**src/rtl/wb_arb_pkg.sv**
```systemverilog
// Shared types for the writeback arbiter: grant select and aux queue entry.
package wb_arb_pkg;

    localparam int unsigned BIT_COUNT = 32;
    // Entry address field is sized for the largest supported register file.
    localparam int unsigned ADR_W_MAX = 16;

    typedef enum logic [1:0] {
        GRANT_NONE = 2'd0,
        GRANT_PIPE = 2'd1,
        GRANT_AUX  = 2'd2
    } grant_e;

    typedef struct packed {
        logic                 valid;
        logic [ADR_W_MAX-1:0] adr;
        logic [BIT_COUNT-1:0] data;
    } aux_entry_t;

endpackage

```
**src/rtl/writeback_arbiter_if.sv**
```systemverilog
// Pipeline/aux writeback requests in, register-file write port out.
interface writeback_arbiter_if #(
    parameter int unsigned AW        = 5,
    parameter int unsigned BIT_COUNT = 32,
    parameter int unsigned CW        = 2
);
    logic                 pipeWbValid;
    logic [AW-1:0]        pipeWbAdr;
    logic [BIT_COUNT-1:0] pipeWbData;
    logic                 pipeStall;
    logic                 auxValid;
    logic                 auxReady;
    logic [AW-1:0]        auxAdr;
    logic [BIT_COUNT-1:0] auxData;
    logic                 WriteEn;
    logic [AW-1:0]        rd1Adr;
    logic [BIT_COUNT-1:0] Rd1;
    logic [CW-1:0]        auxCount;

    modport slave (
        input  pipeWbValid, pipeWbAdr, pipeWbData, auxValid, auxAdr, auxData,
        output pipeStall, auxReady, WriteEn, rd1Adr, Rd1, auxCount
    );

    modport master (
        output pipeWbValid, pipeWbAdr, pipeWbData, auxValid, auxAdr, auxData,
        input  pipeStall, auxReady, WriteEn, rd1Adr, Rd1, auxCount
    );
endinterface

```
**src/rtl/wb_fifo.sv**
```systemverilog
// In-order aux result queue; shift structure keeps the head at entry 0 and
// exposes every entry's address/valid for hazard matching.
module wb_fifo import wb_arb_pkg::*; #(
    parameter  int unsigned DEPTH = 2,
    localparam int unsigned CW    = $clog2(DEPTH + 1)
) (
    input  logic                              clk,
    input  logic                              reset,
    input  logic                              i_push,
    input  logic                              i_pop,
    input  aux_entry_t                        i_entry,
    output aux_entry_t                        o_head,
    output logic                              o_full,
    output logic [CW-1:0]                     o_count,
    output logic [DEPTH-1:0][ADR_W_MAX-1:0]   o_adr_vec,
    output logic [DEPTH-1:0]                  o_valid_vec
);
    aux_entry_t    r_q      [DEPTH];
    aux_entry_t    w_q_next [DEPTH];
    logic [CW-1:0] r_count;
    logic [CW-1:0] w_wr_idx;

    always_comb begin
        w_q_next = r_q;
        if (i_pop) begin
            for (int unsigned i = 0; i < DEPTH; i++) begin
                w_q_next[i] = (i == DEPTH - 1) ? '0 : r_q[(i + 1) % DEPTH];
            end
        end
        // On a simultaneous pop the new entry lands one slot lower.
        w_wr_idx = r_count - CW'(i_pop);
        if (i_push) begin
            for (int unsigned i = 0; i < DEPTH; i++) begin
                if (CW'(i) == w_wr_idx) w_q_next[i] = i_entry;
            end
        end
    end

    always_ff @(posedge clk) begin
        if (reset) begin
            for (int unsigned i = 0; i < DEPTH; i++) r_q[i] <= '0;
            r_count <= '0;
        end else begin
            r_q     <= w_q_next;
            r_count <= r_count + CW'(i_push) - CW'(i_pop);
        end
    end

    always_comb begin
        for (int unsigned i = 0; i < DEPTH; i++) begin
            o_adr_vec[i]   = r_q[i].adr;
            o_valid_vec[i] = r_q[i].valid;
        end
    end

    assign o_head  = r_q[0];
    assign o_full  = (r_count == CW'(DEPTH));
    assign o_count = r_count;

endmodule

```
**src/rtl/writeback_arbiter.sv**
```systemverilog
// Arbitrates the single register-file write port between the pipeline and
// a queue of long-latency aux results, with starvation and hazard overrides.
module writeback_arbiter import wb_arb_pkg::*; #(
    parameter int unsigned REGISTER_COUNT = 32,
    parameter int unsigned AUX_DEPTH      = 2,
    parameter int unsigned STARVE_LIMIT   = 4
) (
    input logic                clk,
    input logic                reset,
    writeback_arbiter_if.slave bus
);
    localparam int unsigned AW = $clog2(REGISTER_COUNT);
    localparam int unsigned CW = $clog2(AUX_DEPTH + 1);
    localparam int unsigned SW = $clog2(STARVE_LIMIT + 1);

    aux_entry_t                          w_entry;
    aux_entry_t                          w_head;
    logic                                w_full;
    logic [CW-1:0]                       w_count;
    logic [AUX_DEPTH-1:0][ADR_W_MAX-1:0] w_adr_vec;
    logic [AUX_DEPTH-1:0]                w_valid_vec;
    logic                                w_aux_ready;
    logic                                w_push;
    logic                                w_pop;
    logic                                w_match;
    grant_e                              w_grant;
    logic [SW-1:0]                       r_starve;
    logic [SW-1:0]                       w_starve_next;

    assign w_aux_ready = !reset && !w_full;
    assign w_push      = bus.auxValid && w_aux_ready && (bus.auxAdr != '0);
    assign w_pop       = (w_grant == GRANT_AUX);
    assign w_entry     = '{valid: 1'b1, adr: ADR_W_MAX'(bus.auxAdr), data: bus.auxData};

    wb_fifo #(.DEPTH(AUX_DEPTH)) u_fifo (
        .clk         (clk),
        .reset       (reset),
        .i_push      (w_push),
        .i_pop       (w_pop),
        .i_entry     (w_entry),
        .o_head      (w_head),
        .o_full      (w_full),
        .o_count     (w_count),
        .o_adr_vec   (w_adr_vec),
        .o_valid_vec (w_valid_vec)
    );

    always_comb begin
        w_match = 1'b0;
        for (int unsigned i = 0; i < AUX_DEPTH; i++) begin
            if (w_valid_vec[i] && (w_adr_vec[i] == ADR_W_MAX'(bus.pipeWbAdr))) w_match = 1'b1;
        end
    end

    // Reset suppresses every grant so queued entries are dropped unwritten.
    always_comb begin
        w_grant = GRANT_NONE;
        if (!reset) begin
            if (w_head.valid &&
                (!bus.pipeWbValid || (r_starve == SW'(STARVE_LIMIT)) || w_match)) begin
                w_grant = GRANT_AUX;
            end else if (bus.pipeWbValid) begin
                w_grant = GRANT_PIPE;
            end
        end
    end

    always_comb begin
        bus.WriteEn   = 1'b0;
        bus.pipeStall = 1'b0;
        bus.rd1Adr    = '0;
        bus.Rd1       = '0;
        unique case (w_grant)
            GRANT_AUX: begin
                bus.WriteEn   = 1'b1;
                bus.rd1Adr    = AW'(w_head.adr);
                bus.Rd1       = w_head.data;
                bus.pipeStall = bus.pipeWbValid;
            end
            GRANT_PIPE: begin
                bus.WriteEn = (bus.pipeWbAdr != '0);
                bus.rd1Adr  = bus.pipeWbAdr;
                bus.Rd1     = bus.pipeWbData;
            end
            default: ;
        endcase
    end

    always_comb begin
        w_starve_next = r_starve;
        if ((w_grant == GRANT_AUX) || !w_head.valid) begin
            w_starve_next = '0;
        end else if ((w_grant == GRANT_PIPE) && (r_starve != SW'(STARVE_LIMIT))) begin
            w_starve_next = r_starve + 1'b1;
        end
    end

    always_ff @(posedge clk) begin
        if (reset) r_starve <= '0;
        else       r_starve <= w_starve_next;
    end

    assign bus.auxReady = w_aux_ready;
    assign bus.auxCount = w_count;

endmodule

```
**src/flat_wrapper.sv**
```systemverilog
// flat-port wrapper written by rule: the top's interface ports become plain ports
module writeback_arbiter_flat import wb_arb_pkg::*;
#(
    parameter int unsigned REGISTER_COUNT = 32,
    parameter int unsigned AUX_DEPTH      = 2,
    parameter int unsigned STARVE_LIMIT   = 4
)
  (clk, reset, bus_pipeWbValid, bus_pipeWbAdr, bus_pipeWbData, bus_auxValid, bus_auxAdr, bus_auxData, bus_pipeStall, bus_auxReady, bus_WriteEn, bus_rd1Adr, bus_Rd1, bus_auxCount);
  writeback_arbiter_if #(.AW(($clog2((32)))), .BIT_COUNT(BIT_COUNT), .CW(($clog2((2) + 1)))) bus_i ();
  input logic clk;
  input logic reset;
  input wire logic [$bits(bus_i.pipeWbValid)-1:0] bus_pipeWbValid;
  input wire logic [$bits(bus_i.pipeWbAdr)-1:0] bus_pipeWbAdr;
  input wire logic [$bits(bus_i.pipeWbData)-1:0] bus_pipeWbData;
  input wire logic [$bits(bus_i.auxValid)-1:0] bus_auxValid;
  input wire logic [$bits(bus_i.auxAdr)-1:0] bus_auxAdr;
  input wire logic [$bits(bus_i.auxData)-1:0] bus_auxData;
  output wire logic [$bits(bus_i.pipeStall)-1:0] bus_pipeStall;
  output wire logic [$bits(bus_i.auxReady)-1:0] bus_auxReady;
  output wire logic [$bits(bus_i.WriteEn)-1:0] bus_WriteEn;
  output wire logic [$bits(bus_i.rd1Adr)-1:0] bus_rd1Adr;
  output wire logic [$bits(bus_i.Rd1)-1:0] bus_Rd1;
  output wire logic [$bits(bus_i.auxCount)-1:0] bus_auxCount;
  assign bus_i.pipeWbValid = bus_pipeWbValid;
  assign bus_i.pipeWbAdr = bus_pipeWbAdr;
  assign bus_i.pipeWbData = bus_pipeWbData;
  assign bus_i.auxValid = bus_auxValid;
  assign bus_i.auxAdr = bus_auxAdr;
  assign bus_i.auxData = bus_auxData;
  assign bus_pipeStall = bus_i.pipeStall;
  assign bus_auxReady = bus_i.auxReady;
  assign bus_WriteEn = bus_i.WriteEn;
  assign bus_rd1Adr = bus_i.rd1Adr;
  assign bus_Rd1 = bus_i.Rd1;
  assign bus_auxCount = bus_i.auxCount;
  writeback_arbiter #(.REGISTER_COUNT(REGISTER_COUNT), .AUX_DEPTH(AUX_DEPTH), .STARVE_LIMIT(STARVE_LIMIT)) u_core (.clk(clk), .reset(reset), .bus(bus_i));
endmodule
```
**config.mk**
```make
export PLATFORM = sky130hd
export DESIGN_NAME = writeback_arbiter_flat
export DESIGN_NICKNAME = d
export VERILOG_FILES = /design/src/rtl/wb_arb_pkg.sv /design/src/rtl/writeback_arbiter_if.sv /design/src/rtl/wb_fifo.sv /design/src/rtl/writeback_arbiter.sv /design/src/flat_wrapper.sv
export SDC_FILE = /design/constraint.sdc
export NUM_CORES = 1
export LEC_CHECK = 0
export BUFFER_PORTS_ARGS = -buffer_cell sky130_fd_sc_hd__buf_2
export CAP_MARGIN = 20
export CELL_PAD_IN_SITES_DETAIL_PLACEMENT = 1
export CELL_PAD_IN_SITES_GLOBAL_PLACEMENT = 1
export CORE_MARGIN = 2
export CORE_UTILIZATION = 30
export DETAILED_ROUTE_END_ITERATION = 16
export MAX_ROUTING_LAYER = met4
export PLACE_DENSITY_LB_ADDON = 0.1
export SLEW_MARGIN = 40
export SYNTH_ARGS = -nofsm -noshare
export SYNTH_HDL_FRONTEND = slang
export SYNTH_HIERARCHICAL = 1
export SYNTH_SLANG_ARGS = --single-unit
```
**constraint.sdc**
```tcl
create_clock -name clk -period 5 [get_ports clk]
set_input_delay 0.25 -clock clk [delete_from_list [all_inputs] [get_ports clk]]
set_output_delay 0.25 -clock clk [all_outputs]
set_load 0.02 [all_outputs]
```
==> results of run 1 <==
==> where the power goes <==
group | leakage, nW | switching, mW | internal (mW)
registers | 0.839 | 0.0392 | 0.876
clock network | 0.156 | 0.347 | 0.412
logic | 1.42 | 0.208 | 0.126
total | 2.42 | 0.594 | 1.41
==> flip-flops by register name (all words and copies together), names as in the netlist <==
name                       cells
u_core/u_fifo/o_head          33
u_core/u_fifo/o_adr_vec       32
u_core/u_fifo/r_q             32
u_core/r_starve                3
u_core/u_fifo/o_count          2
u_core/u_fifo/o_valid_vec      1
==> through the flow <==
step	area [um2]	utilization	instances	total power [mW]	hold WS, ns
after floorplan	6250	-	758	1.22	0.403
after global placement	6390	0.316	1013	1.26	0.462
after detailed placement	6400	0.317	1013	1.27	0.505
after CTS	6720	0.332	1029	2.05	0.158
after global routing	6720	0.332	1030	2.13	0.173
final	6720	0.332	1030	2.01	0.169
==> metal layers <==
metal	routed length, um	vias to the layer above	GRT usage	part of all wire
met5	0	-	-	0
met4	182	0	0.0471	0.010
met3	575	10	0.0280	0.033
met2	8290	71	0.274	0.47
met1	8460	2479	0.219	0.48
li1	-	2561	-	-
==> worst max-delay path: stages (launching register included) <==
cell,delay (ns)
sky130_fd_sc_hd__dfxtp_1,0.33
sky130_fd_sc_hd__nor4b_1,0.40
sky130_fd_sc_hd__nand4_1,0.14
sky130_fd_sc_hd__o21ai_1,0.30
sky130_fd_sc_hd__o311a_1,0.27
sky130_fd_sc_hd__ha_4,0.38
sky130_fd_sc_hd__buf_4,0.66
sky130_fd_sc_hd__a22oi_1,0.20
sky130_fd_sc_hd__nor2_1,0.21
sky130_fd_sc_hd__buf_2,0.20
==> worst max path at each step <==
stage | end | slack (ns) | depth (start not counted)
global placement | u_core/u_fifo/r_q[31] | 1.45 | 11
finish | bus_rd1Adr[2] | 1.30 | 9
global route | bus_rd1Adr[2] | 1.03 | 9
CTS | bus_rd1Adr[2] | 1.20 | 9
detailed placement | u_core/u_fifo/r_q[30] | 1.37 | 10
floorplan | u_core/u_fifo/o_head[20] | 2.37 | 12
==> cell type report <==
type                    count  area, um2  area share
multi-input cells         507       3320       0.494
clock buffers              10        239      0.0355
repair buffers            127        662      0.0985
flip-flops and latches    103       2060       0.307
diodes                      1       2.50    0.000372
well taps                 270        338      0.0503
inverters                   6       22.5     0.00335
clock inverters             6       76.3      0.0114
==> impl_table.tex, run 1 <==
\begin{tabular}{lr}
\hline
Metric & Value \\
\hline
\multicolumn{2}{l}{\textbf{Clocking}} \\
Clock sink count & 103 \\
CTS H-tree depth & 3 \\
Clock transition at the register clock pins on the worst setup and hold paths after CTS & 0.07 ns \\
Post-CTS setup buffer count & 0 \\
CTS buffer count & 9 \\
CTS tree & done \\
Clock insertion delay at the later pin of the skew report & 0.36 ns \\
Buffer type at the clock tree root & sky130\_fd\_sc\_hd\_\_clkbuf\_16 \\
Number of gates resized after CTS & 0 \\
Hold bufs inserted after CTS & 0 \\
CTS max path bufs & 2 \\
\multicolumn{2}{l}{\textbf{Worst setup path}} \\
Capturing element type of the critical path & output port \\
Arrival time at the worst endpoint & 3.45 ns \\
Critical path start-end classification & reg -> out \\
Capturing point of the worst reg2reg path & u\_core/u\_fifo/r\_q[30] \\
Number of cell instances on the worst register-to-register path & 10 \\
Critical path data required time & 4.75 ns \\
Maximum fanout along the worst path & 57 \\
First element of the critical path & u\_core/u\_fifo/o\_adr\_vec[24] \\
Critical path startpoint category & flip-flop \\
R2r setup slk & 1.38 ns \\
R2r startpoint & u\_core/u\_fifo/o\_adr\_vec[24] \\
\multicolumn{2}{l}{\textbf{Timing}} \\
Worst clock skew on the final layout & 0.00977 ns \\
Setup slack after layout & 1.30 ns \\
RSZ-0062 raised after global routing & false \\
Max transition margin & 0.501 \\
Setup-failing EPs final & 0 \\
Worst-Margin Slew & 0.748 ns \\
Final period utilization & 0.740 \\
Total Neg Setup Slack & 0 ns \\
Count of final max-slew check failures & 0 \\
Post-layout minimum cycle time & 3.70 ns \\
Fmax achieved & 270 MHz \\
Total count of hold-check failures in the final report & 0 \\
\multicolumn{2}{l}{\textbf{Floorplanning}} \\
Die Outline Area & 21700 um2 \\
Row count & 52 \\
Initial standard-cell utilization of the core & 0.305 \\
Die span in y & 147 um \\
Top-level port count & 120 \\
Core ar. & 20200 um2 \\
Die Span X & 147 um \\
\multicolumn{2}{l}{\textbf{Synthesis}} \\
Area of the mapped netlist & 6170 um2 \\
Synthesized instance count & 736 \\
Synth warnings & 6 \\
Mean post-synth cell area & 8.38 um2 \\
\multicolumn{2}{l}{\textbf{Power}} \\
Leakage power & 2.42 nW \\
Power density of the placed cells & 299 nW/um2 \\
Peak supply drop & 0.179 mV \\
\multicolumn{2}{l}{\textbf{Placed design}} \\
Post-place setup slack & 1.37 ns \\
Final RePlAce weighted congestion & 0.729 \\
Buffers on Ports & 119 \\
HPWL after detailed placement & 11.0 mm \\
\multicolumn{2}{l}{\textbf{Cells and area}} \\
Filler Cells Inserted & 2433 \\
Proportion of layout cells with a drive suffix above 1 & 0.204 \\
Nets@finish & 838 \\
Top library cells by usage in the layout, fill and taps aside & sky130\_fd\_sc\_hd\_\_buf\_2, sky130\_fd\_sc\_hd\_\_dfxtp\_1, sky130\_fd\_sc\_hd\_\_o21ai\_0 \\
Post-synthesis to final-layout area growth & 9.03\% \\
Commonest non-fill, non-tap cell in the layout & sky130\_fd\_sc\_hd\_\_buf\_2 \\
\multicolumn{2}{l}{\textbf{Global routing}} \\
Global-route wire length before repair & 28.9 mm \\
Largest net degree at the start of global routing & 108 \\
Initial antenna violation count & 1 \\
Gr usage total & 0.169 \\
Overflow left after global routing & 0 \\
Via count of the first global-routing pass & 5385 \\
\multicolumn{2}{l}{\textbf{Routing}} \\
Detailed Route Iter0 Violations & 241 \\
Total wire length & 17.5 mm \\
Antenna-violating nets left & 0 \\
DRC viols & 0 \\
First-pass detailed-route iteration total & 4 \\
Via density per instance & 4.97 \\
DR WL/cell & 17.0 um \\
Vias after detailed routing & 5121 \\
\multicolumn{2}{l}{\textbf{Min path}} \\
Min-delay worst type & in -> reg \\
Worst Hold Path EP & u\_core/u\_fifo/r\_q[24] \\
Number of cells traversed by the worst hold path & 3 \\
Hold path startpoint & bus\_auxData[24] \\
\multicolumn{2}{l}{\textbf{Run}} \\
Number of maximum-capacitance violations & 0 \\
\multicolumn{2}{l}{\textbf{Outcome}} \\
Run status & complete, no violations \\
\hline
\end{tabular}
Note: power is estimated with default switching activity, not from simulation.
==> run 2, diff against run 1 <==
ABC_AREA = 1   (was not set)
clock period = 3.5 ns   (was 5 ns; I/O delays follow)
==> run 2 against run 1 <==
- critical path depth rose by 4
- hold slack got worse by 0.11 ns
- clock-buffer cell count unchanged
- setup slack got worse by 0.67 ns
- utilization up 0.076 points
- synthesized area is 13% higher
- flip-flop and latch count did not move
- critical endpoint is now bus_WriteEn
==> impl_table.tex, run 2 <==
\begin{tabular}{lr}
\hline
Metric & Value \\
\hline
\multicolumn{2}{l}{\textbf{Routing}} \\
DRC viols & 0 (unchanged) \\
Vias after detailed routing & 6502 (was 5121) \\
Detailed Route Iter0 Violations & 272 (was 241) \\
Via density per instance & 4.43 (was 4.97) \\
Total wire length & 19.5 mm (was 17.5 mm) \\
DR WL/cell & 13.3 um (was 17.0 um) \\
First-pass detailed-route iteration total & 4 (unchanged) \\
Antenna-violating nets left & 0 (unchanged) \\
\multicolumn{2}{l}{\textbf{Floorplanning}} \\
Die span in y & 156 um (was 147 um) \\
Row count & 55 (was 52) \\
Initial standard-cell utilization of the core & 0.306 (was 0.305) \\
Die Span X & 156 um (was 147 um) \\
Die Outline Area & 24400 um2 (was 21700 um2) \\
Core ar. & 22700 um2 (was 20200 um2) \\
Top-level port count & 120 (unchanged) \\
\multicolumn{2}{l}{\textbf{Cells and area}} \\
Max reg flops & 33 (unchanged) \\
Post-synthesis to final-layout area growth & 8.92\% (was 9.03\%) \\
Finished Core Util & 0.333 (was 0.332) \\
Proportion of layout cells with a drive suffix above 1 & 0.140 (was 0.204) \\
Commonest non-fill, non-tap cell in the layout & sky130\_fd\_sc\_hd\_\_nand2\_1 (was sky130\_fd\_sc\_hd\_\_buf\_2) \\
Summed area of non-filler cells in the final layout & 7560 um2 (was 6720 um2) \\
Nets@finish & 1260 (was 838) \\
Top library cells by usage in the layout, fill and taps aside & sky130\_fd\_sc\_hd\_\_nand2\_1, sky130\_fd\_sc\_hd\_\_nor2\_1, sky130\_fd\_sc\_hd\_\_buf\_2 (was sky130\_fd\_sc\_hd\_\_buf\_2, sky130\_fd\_sc\_hd\_\_dfxtp\_1, sky130\_fd\_sc\_hd\_\_o21ai\_0) \\
\multicolumn{2}{l}{\textbf{Clocking}} \\
CTS max path bufs & 2 (unchanged) \\
Clock insertion delay at the later pin of the skew report & 0.36 ns (about the same) \\
Clock transition at the register clock pins on the worst setup and hold paths after CTS & 0.08 ns (was 0.07 ns) \\
Number of gates resized after CTS & 0 (unchanged) \\
Clock sink count & 103 (unchanged) \\
CTS tree & done (unchanged) \\
Post-CTS setup buffer count & 0 (unchanged) \\
Buffer type at the clock tree root & sky130\_fd\_sc\_hd\_\_clkbuf\_16 (unchanged) \\
CTS buffer count & 9 (unchanged) \\
CTS H-tree depth & 3 (unchanged) \\
Hold bufs inserted after CTS & 0 (unchanged) \\
\multicolumn{2}{l}{\textbf{Global routing}} \\
Initial antenna violation count & 1 (unchanged) \\
Gr usage total & 0.168 (was 0.169) \\
Overflow left after global routing & 0 (unchanged) \\
Via count of the first global-routing pass & 6311 (was 5385) \\
Largest net degree at the start of global routing & 90 (was 108) \\
Global-route wire length before repair & 32.2 mm (was 28.9 mm) \\
\multicolumn{2}{l}{\textbf{Synthesis}} \\
Synthesized instance count & 1150 (was 736) \\
Synth warnings & 6 (unchanged) \\
Mean post-synth cell area & 6.04 um2 (was 8.38 um2) \\
Area of the mapped netlist & 6940 um2 (was 6170 um2) \\
\multicolumn{2}{l}{\textbf{Worst setup path}} \\
Arrival time at the worst endpoint & 2.69 ns (was 3.45 ns) \\
Max incr delay on CP & 0.43 ns (was 0.66 ns) \\
Capturing element type of the critical path & output port (unchanged) \\
R2r startpoint & u\_core/r\_starve[0] (was u\_core/u\_fifo/o\_adr\_vec[24]) \\
CP max stage cell & sky130\_fd\_sc\_hd\_\_dfxtp\_1 (was sky130\_fd\_sc\_hd\_\_buf\_4) \\
Critical path startpoint category & flip-flop (unchanged) \\
Capturing point of the worst reg2reg path & u\_core/u\_fifo/o\_adr\_vec[2] (was u\_core/u\_fifo/r\_q[30]) \\
Critical path start-end classification & reg -> out (unchanged) \\
Most numerous cell on the critical path & sky130\_fd\_sc\_hd\_\_nand2\_1 \\
R2r setup slk & 0.69 ns (was 1.38 ns) \\
Cell-by-cell listing of the critical path & nand2\_1 -> nor2\_1 -> nand2\_1 -> nor2\_1 -> nand2\_1 -> nand3\_2 -> nand3\_2 -> inv\_2 -> ha\_4 -> buf\_12 -> inv\_1 -> a21oi\_1 -> buf\_2 (was nor4b\_1 -> nand4\_1 -> o21ai\_1 -> o311a\_1 -> ha\_4 -> buf\_4 -> a22oi\_1 -> nor2\_1 -> buf\_2) \\
Critical path data required time & 3.32 ns (was 4.75 ns) \\
Maximum fanout along the worst path & 89 (was 57) \\
Number of cell instances on the worst register-to-register path & 14 (was 10) \\
\multicolumn{2}{l}{\textbf{Placed design}} \\
Instance area after placement & 7260 um2 (was 6400 um2) \\
HPWL after detailed placement & 12.7 mm (was 11.0 mm) \\
Final RePlAce weighted congestion & 0.728 (was 0.729) \\
Buffers on Ports & 119 (unchanged) \\
Post-place setup slack & 0.610 ns (was 1.37 ns) \\
\multicolumn{2}{l}{\textbf{Run}} \\
Number of maximum-capacitance violations & 0 (unchanged) \\
\multicolumn{2}{l}{\textbf{Timing}} \\
Post-layout minimum cycle time & 2.86 ns \\
Total count of hold-check failures in the final report & 0 (unchanged) \\
Fmax achieved & 349 MHz \\
Count of final max-slew check failures & 0 (unchanged) \\
Max transition margin & 0.578 (was 0.501) \\
Worst Hold Slack & 0.0552 ns (was 0.169 ns) \\
Worst-Margin Slew & 0.633 ns (was 0.748 ns) \\
Total Neg Setup Slack & 0 ns (unchanged) \\
Setup slack after layout & 0.635 ns (was 1.30 ns) \\
RSZ-0062 raised after global routing & false (unchanged) \\
Setup-failing EPs final & 0 (unchanged) \\
Worst clock skew on the final layout & 0.00969 ns (was 0.00977 ns) \\
Final period utilization & 0.819 \\
\multicolumn{2}{l}{\textbf{Min path}} \\
Min-delay worst type & in -> reg (unchanged) \\
Number of cells traversed by the worst hold path & 3 (unchanged) \\
Worst Hold Path EP & u\_core/u\_fifo/o\_head[14] (was u\_core/u\_fifo/r\_q[24]) \\
Hold path startpoint & bus\_auxData[14] (was bus\_auxData[24]) \\
\multicolumn{2}{l}{\textbf{Power}} \\
Power density of the placed cells & 396 nW/um2 (was 299 nW/um2) \\
Leakage power & 3.65 nW (was 2.42 nW) \\
Peak supply drop & 0.223 mV (was 0.179 mV) \\
\multicolumn{2}{l}{\textbf{Outcome}} \\
Run status & complete, no violations (unchanged) \\
\hline
\end{tabular}
==> run 2: cell count changes in the layout (fill, tap and decap cells not counted), sizes merged, moves of 48 or more <==
cell	delta
nand2	+419
nor2	+123
o21ai	-98
inv	+94
nand3	+52
nor3	-51
nand2b	-50
a211oi	-49
mux2i	-49
nor3b	-49
a21boi	+48
==> run 2: layout make-up <==
cell class	count	area [um2]
antenna	1	2.50
clock buffer	10	229
clock inverter	6	68.8
fill	3043	15100
inverter	103	390
multi-input combinational	826	3660
sequential	103	2060
tap	285	357
timing repair buffer	133	788
==> run 2: worst max-delay path by stage <==
stage                                  start                          end
finish              u_core/u_fifo/o_head[48]                  bus_WriteEn
global route        u_core/u_fifo/o_head[48]                  bus_WriteEn
CTS                 u_core/u_fifo/o_head[48]                  bus_WriteEn
detailed placement        u_core/r_starve[0]     u_core/u_fifo/o_head[14]
global placement          u_core/r_starve[0]   u_core/u_fifo/o_adr_vec[2]
floorplan                 u_core/r_starve[0]  u_core/u_fifo/o_adr_vec[16]
==> run 2: layer usage <==
metal | vias up | track usage | share of wire
li1 | 3419 | - | -
met1 | 2982 | 0.207 | 0.48
met2 | 91 | 0.288 | 0.47
met3 | 10 | 0.0369 | 0.043
met4 | 0 | 0.0275 | 0.0060
met5 | - | - | 0
==> run 2: power by group <==
part           switching, mW  leakage [nW]  internal [mW]  total (mW)
Sequential            0.0537         0.840           1.26        1.31
Clock                  0.503         0.143          0.562        1.07
Combinational          0.379          2.67          0.234       0.613
==> run 2: critical path: cells and delay by family, from the launching register on <==
family	cells	cell delay, ns
compound gates	1	0.22
simple gates	7	0.65
buf+inv	4	0.83
fa+ha+maj	1	0.15
flops	1	0.43
==> run 2: metrics by stage <==
step	power, mW	std cells
2_1_floorplan	1.87	1172
3_3_place_gp	1.96	1450
3_5_place_dp	1.97	1450
4_1_cts	3.06	1466
5_1_grt	3.20	1467
6_report	2.99	1467
==> run 3, diff against run 2 <==
clock period = 2.6 ns   (was 3.5 ns; I/O delays follow)
==> run 3 against run 2 <==
- total power rose by 37%
- global-route usage rose by 0.18 points
- critical path depth did not move
- combinational power rose by 56%
- cell area rose by 11%
- register-to-register slack got worse by 0.55 ns
- die area did not move
- routed wire length rose by 9.9%
- sequential share of layout area fell by 2.4 points
- hold slack got worse by 0.044 ns
==> impl_table.tex, run 3 (synthesized netlist as in run 2, its figures left out) <==
\begin{tabular}{lr}
\hline
Metric & Value \\
\hline
\multicolumn{2}{l}{\textbf{Routing}} \\
DRC viols & 0 (unchanged) \\
Vias after detailed routing & 6623 (was 6502) \\
Via density per instance & 4.42 (was 4.43) \\
Antenna-violating nets left & 0 (unchanged) \\
DR WL/cell & 14.3 um (was 13.3 um) \\
First-pass detailed-route iteration total & 4 (unchanged) \\
Total wire length & 21.4 mm (was 19.5 mm) \\
Detailed Route Iter0 Violations & 258 (was 272) \\
\multicolumn{2}{l}{\textbf{Worst setup path}} \\
R2r setup slk & 0.14 ns (was 0.69 ns) \\
Number of buffer and inverter instances along the worst setup path & 4 (unchanged) \\
Maximum fanout along the worst path & 7 (was 89) \\
Count of cell instances traversed by the critical path & 13 (unchanged) \\
Number of cell instances on the worst register-to-register path & 16 (was 14) \\
Critical path startpoint category & flip-flop (unchanged) \\
First element of the critical path & u\_core/u\_fifo/o\_adr\_vec[2] (was u\_core/u\_fifo/o\_head[48]) \\
Most numerous cell on the critical path & sky130\_fd\_sc\_hd\_\_nand2\_1 (unchanged) \\
Critical path data required time & 2.47 ns (was 3.32 ns) \\
Cell-by-cell listing of the critical path & xnor2\_1 -> nand2\_1 -> nor2\_2 -> nand2\_1 -> nand3\_4 -> nand3\_4 -> inv\_4 -> ha\_4 -> buf\_12 -> buf\_12 -> nand2\_1 -> a21oi\_1 -> buf\_4 (was nand2\_1 -> nor2\_1 -> nand2\_1 -> nor2\_1 -> nand2\_1 -> nand3\_2 -> nand3\_2 -> inv\_2 -> ha\_4 -> buf\_12 -> inv\_1 -> a21oi\_1 -> buf\_2) \\
Crit path to & bus\_Rd1[21] (was bus\_WriteEn) \\
Capturing element type of the critical path & output port (unchanged) \\
R2r startpoint & u\_core/u\_fifo/o\_adr\_vec[2] (was u\_core/r\_starve[0]) \\
Capturing point of the worst reg2reg path & u\_core/u\_fifo/o\_adr\_vec[30] (was u\_core/u\_fifo/o\_adr\_vec[2]) \\
Largest delay share family, worst path & simple AND/OR/NAND/NOR gates (was buffers and inverters) \\
Arrival time at the worst endpoint & 2.38 ns (was 2.69 ns) \\
CP max stage cell & sky130\_fd\_sc\_hd\_\_dfxtp\_1 (unchanged) \\
Max incr delay on CP & 0.39 ns (was 0.43 ns) \\
Critical path start-end classification & reg -> out (unchanged) \\
\multicolumn{2}{l}{\textbf{Placed design}} \\
Final RePlAce weighted congestion & 0.733 (was 0.728) \\
Buffers on Ports & 119 (unchanged) \\
Cell Count Post-Placement & 1459 (was 1450) \\
HPWL after detailed placement & 13.2 mm (was 12.7 mm) \\
Instance area after placement & 7400 um2 (was 7260 um2) \\
Post-place setup slack & 0.128 ns (was 0.610 ns) \\
\multicolumn{2}{l}{\textbf{Clocking}} \\
Clock sink count & 103 (unchanged) \\
Buffer type at the clock tree root & sky130\_fd\_sc\_hd\_\_clkbuf\_16 (unchanged) \\
CTS max path bufs & 2 (unchanged) \\
CTS tree & done (unchanged) \\
CTS buffer count & 9 (unchanged) \\
Clock insertion delay at the later pin of the skew report & 0.36 ns (about the same) \\
CTS H-tree depth & 3 (unchanged) \\
Clock transition at the register clock pins on the worst setup and hold paths after CTS & 0.08 ns (about the same) \\
\multicolumn{2}{l}{\textbf{Outcome}} \\
Run status & complete, no violations (unchanged) \\
\multicolumn{2}{l}{\textbf{Cells and area}} \\
Post-synthesis to final-layout area growth & 20.4\% (was 8.92\%) \\
Finished Core Util & 0.368 (was 0.333) \\
Proportion of layout cells with a drive suffix above 1 & 0.212 (was 0.140) \\
Count of non-filler cells in the finished layout & 1500 (was 1467) \\
Antenna Cells & 0 (was 1) \\
Summed area of non-filler cells in the final layout & 8360 um2 (was 7560 um2) \\
Top library cells by usage in the layout, fill and taps aside & sky130\_fd\_sc\_hd\_\_nand2\_1, sky130\_fd\_sc\_hd\_\_nor2\_1, sky130\_fd\_sc\_hd\_\_buf\_2 (unchanged) \\
Commonest non-fill, non-tap cell in the layout & sky130\_fd\_sc\_hd\_\_nand2\_1 (unchanged) \\
Max reg flops & 33 (unchanged) \\
Nets@finish & 1294 (was 1260) \\
\multicolumn{2}{l}{\textbf{Timing}} \\
Setup-failing EPs final & 0 (unchanged) \\
Worst-Margin Slew & 0.599 ns (was 0.633 ns) \\
Post-layout minimum cycle time & 2.51 ns \\
Total count of hold-check failures in the final report & 0 (unchanged) \\
Worst clock skew on the final layout & 0.00987 ns (was 0.00969 ns) \\
Setup slack after layout & 0.0916 ns (was 0.635 ns) \\
Worst Hold Slack & 0.0110 ns (was 0.0552 ns) \\
Total Neg Setup Slack & 0 ns (unchanged) \\
Fmax achieved & 399 MHz \\
Final period utilization & 0.965 \\
Max transition margin & 0.600 (was 0.578) \\
Count of final max-slew check failures & 0 (unchanged) \\
\multicolumn{2}{l}{\textbf{Global routing}} \\
Global-route wire length before repair & 32.2 mm (about the same) \\
Overflow left after global routing & 0 (unchanged) \\
Largest net degree at the start of global routing & 58 (was 90) \\
Initial antenna violation count & 0 (was 1) \\
Via count of the first global-routing pass & 6304 (was 6311) \\
Gr usage total & 0.170 (was 0.168) \\
\multicolumn{2}{l}{\textbf{Run}} \\
Number of maximum-capacitance violations & 0 (unchanged) \\
\multicolumn{2}{l}{\textbf{Min path}} \\
Min-delay worst type & in -> reg (unchanged) \\
Number of cells traversed by the worst hold path & 3 (unchanged) \\
\multicolumn{2}{l}{\textbf{Floorplanning}} \\
Initial standard-cell utilization of the core & 0.306 (unchanged) \\
Die span in y & 156 um (unchanged) \\
Top-level port count & 120 (unchanged) \\
Row count & 55 (unchanged) \\
Die Span X & 156 um (unchanged) \\
Die Outline Area & 24400 um2 (unchanged) \\
Core ar. & 22700 um2 (unchanged) \\
\multicolumn{2}{l}{\textbf{Power}} \\
Power density of the placed cells & 491 nW/um2 (was 396 nW/um2) \\
Peak supply drop & 0.247 mV (was 0.223 mV) \\
Leakage power & 3.98 nW (was 3.65 nW) \\
Final total power & 4.10 mW (was 2.99 mW) \\
\hline
\end{tabular}
## run 3: timing repair
item | in CTS | in global routing
hold buffers | 1 | 0
pin swaps | 2 | 30
buffers inserted | 2 | 14
endpoints found under the setup margin | 27 | 137
resized for setup | 13 | 91
gates cloned | 0 | 8
hold endpoints to repair | 1 | 0
## run 3: layout make-up
cell class / count / area (um2)
clock buffer: 12 / 256
clock inverter: 4 / 28.8
fill: 3000 / 14400
inverter: 103 / 394
multi-input combinational: 826 / 3840
sequential: 103 / 2080
tap: 285 / 357
timing repair buffer: 167 / 1400
## run 3: per-layer routing
metal,wire [um],GRT usage,up-vias
met4,185,0.0393,0
met1,10700,0.221,3049
met3,609,0.0267,10
met2,9890,0.280,83
li1,-,-,3481
met5,0,-,-
## run 3: worst min path at each step
stage	startpoint	to	slack (ns)
CTS	bus_auxData[2]	u_core/u_fifo/o_head[2]	0.002
global placement	bus_auxData[2]	u_core/u_fifo/o_head[2]	0.37
finish	bus_auxData[24]	u_core/u_fifo/o_head[24]	0.01
detailed placement	bus_auxData[5]	u_core/u_fifo/o_head[5]	0.38
floorplan	reset	u_core/u_fifo/o_count[0]	0.20
global route	bus_auxData[8]	u_core/u_fifo/o_head[8]	0.009
## run 3: where the power goes
group / leakage, nW / internal, mW / switching, mW / total, mW
Combinational: 3.00 / 0.395 / 0.559 / 0.954
Clock: 0.135 / 0.707 / 0.666 / 1.37
Sequential: 0.846 / 1.70 / 0.0761 / 1.77
## run 3: tightest hold or removal path, stage by stage
cell,delay [ns]
sky130_fd_sc_hd__buf_2,0.09
sky130_fd_sc_hd__nor2_1,0.04
sky130_fd_sc_hd__nor2_1,0.08
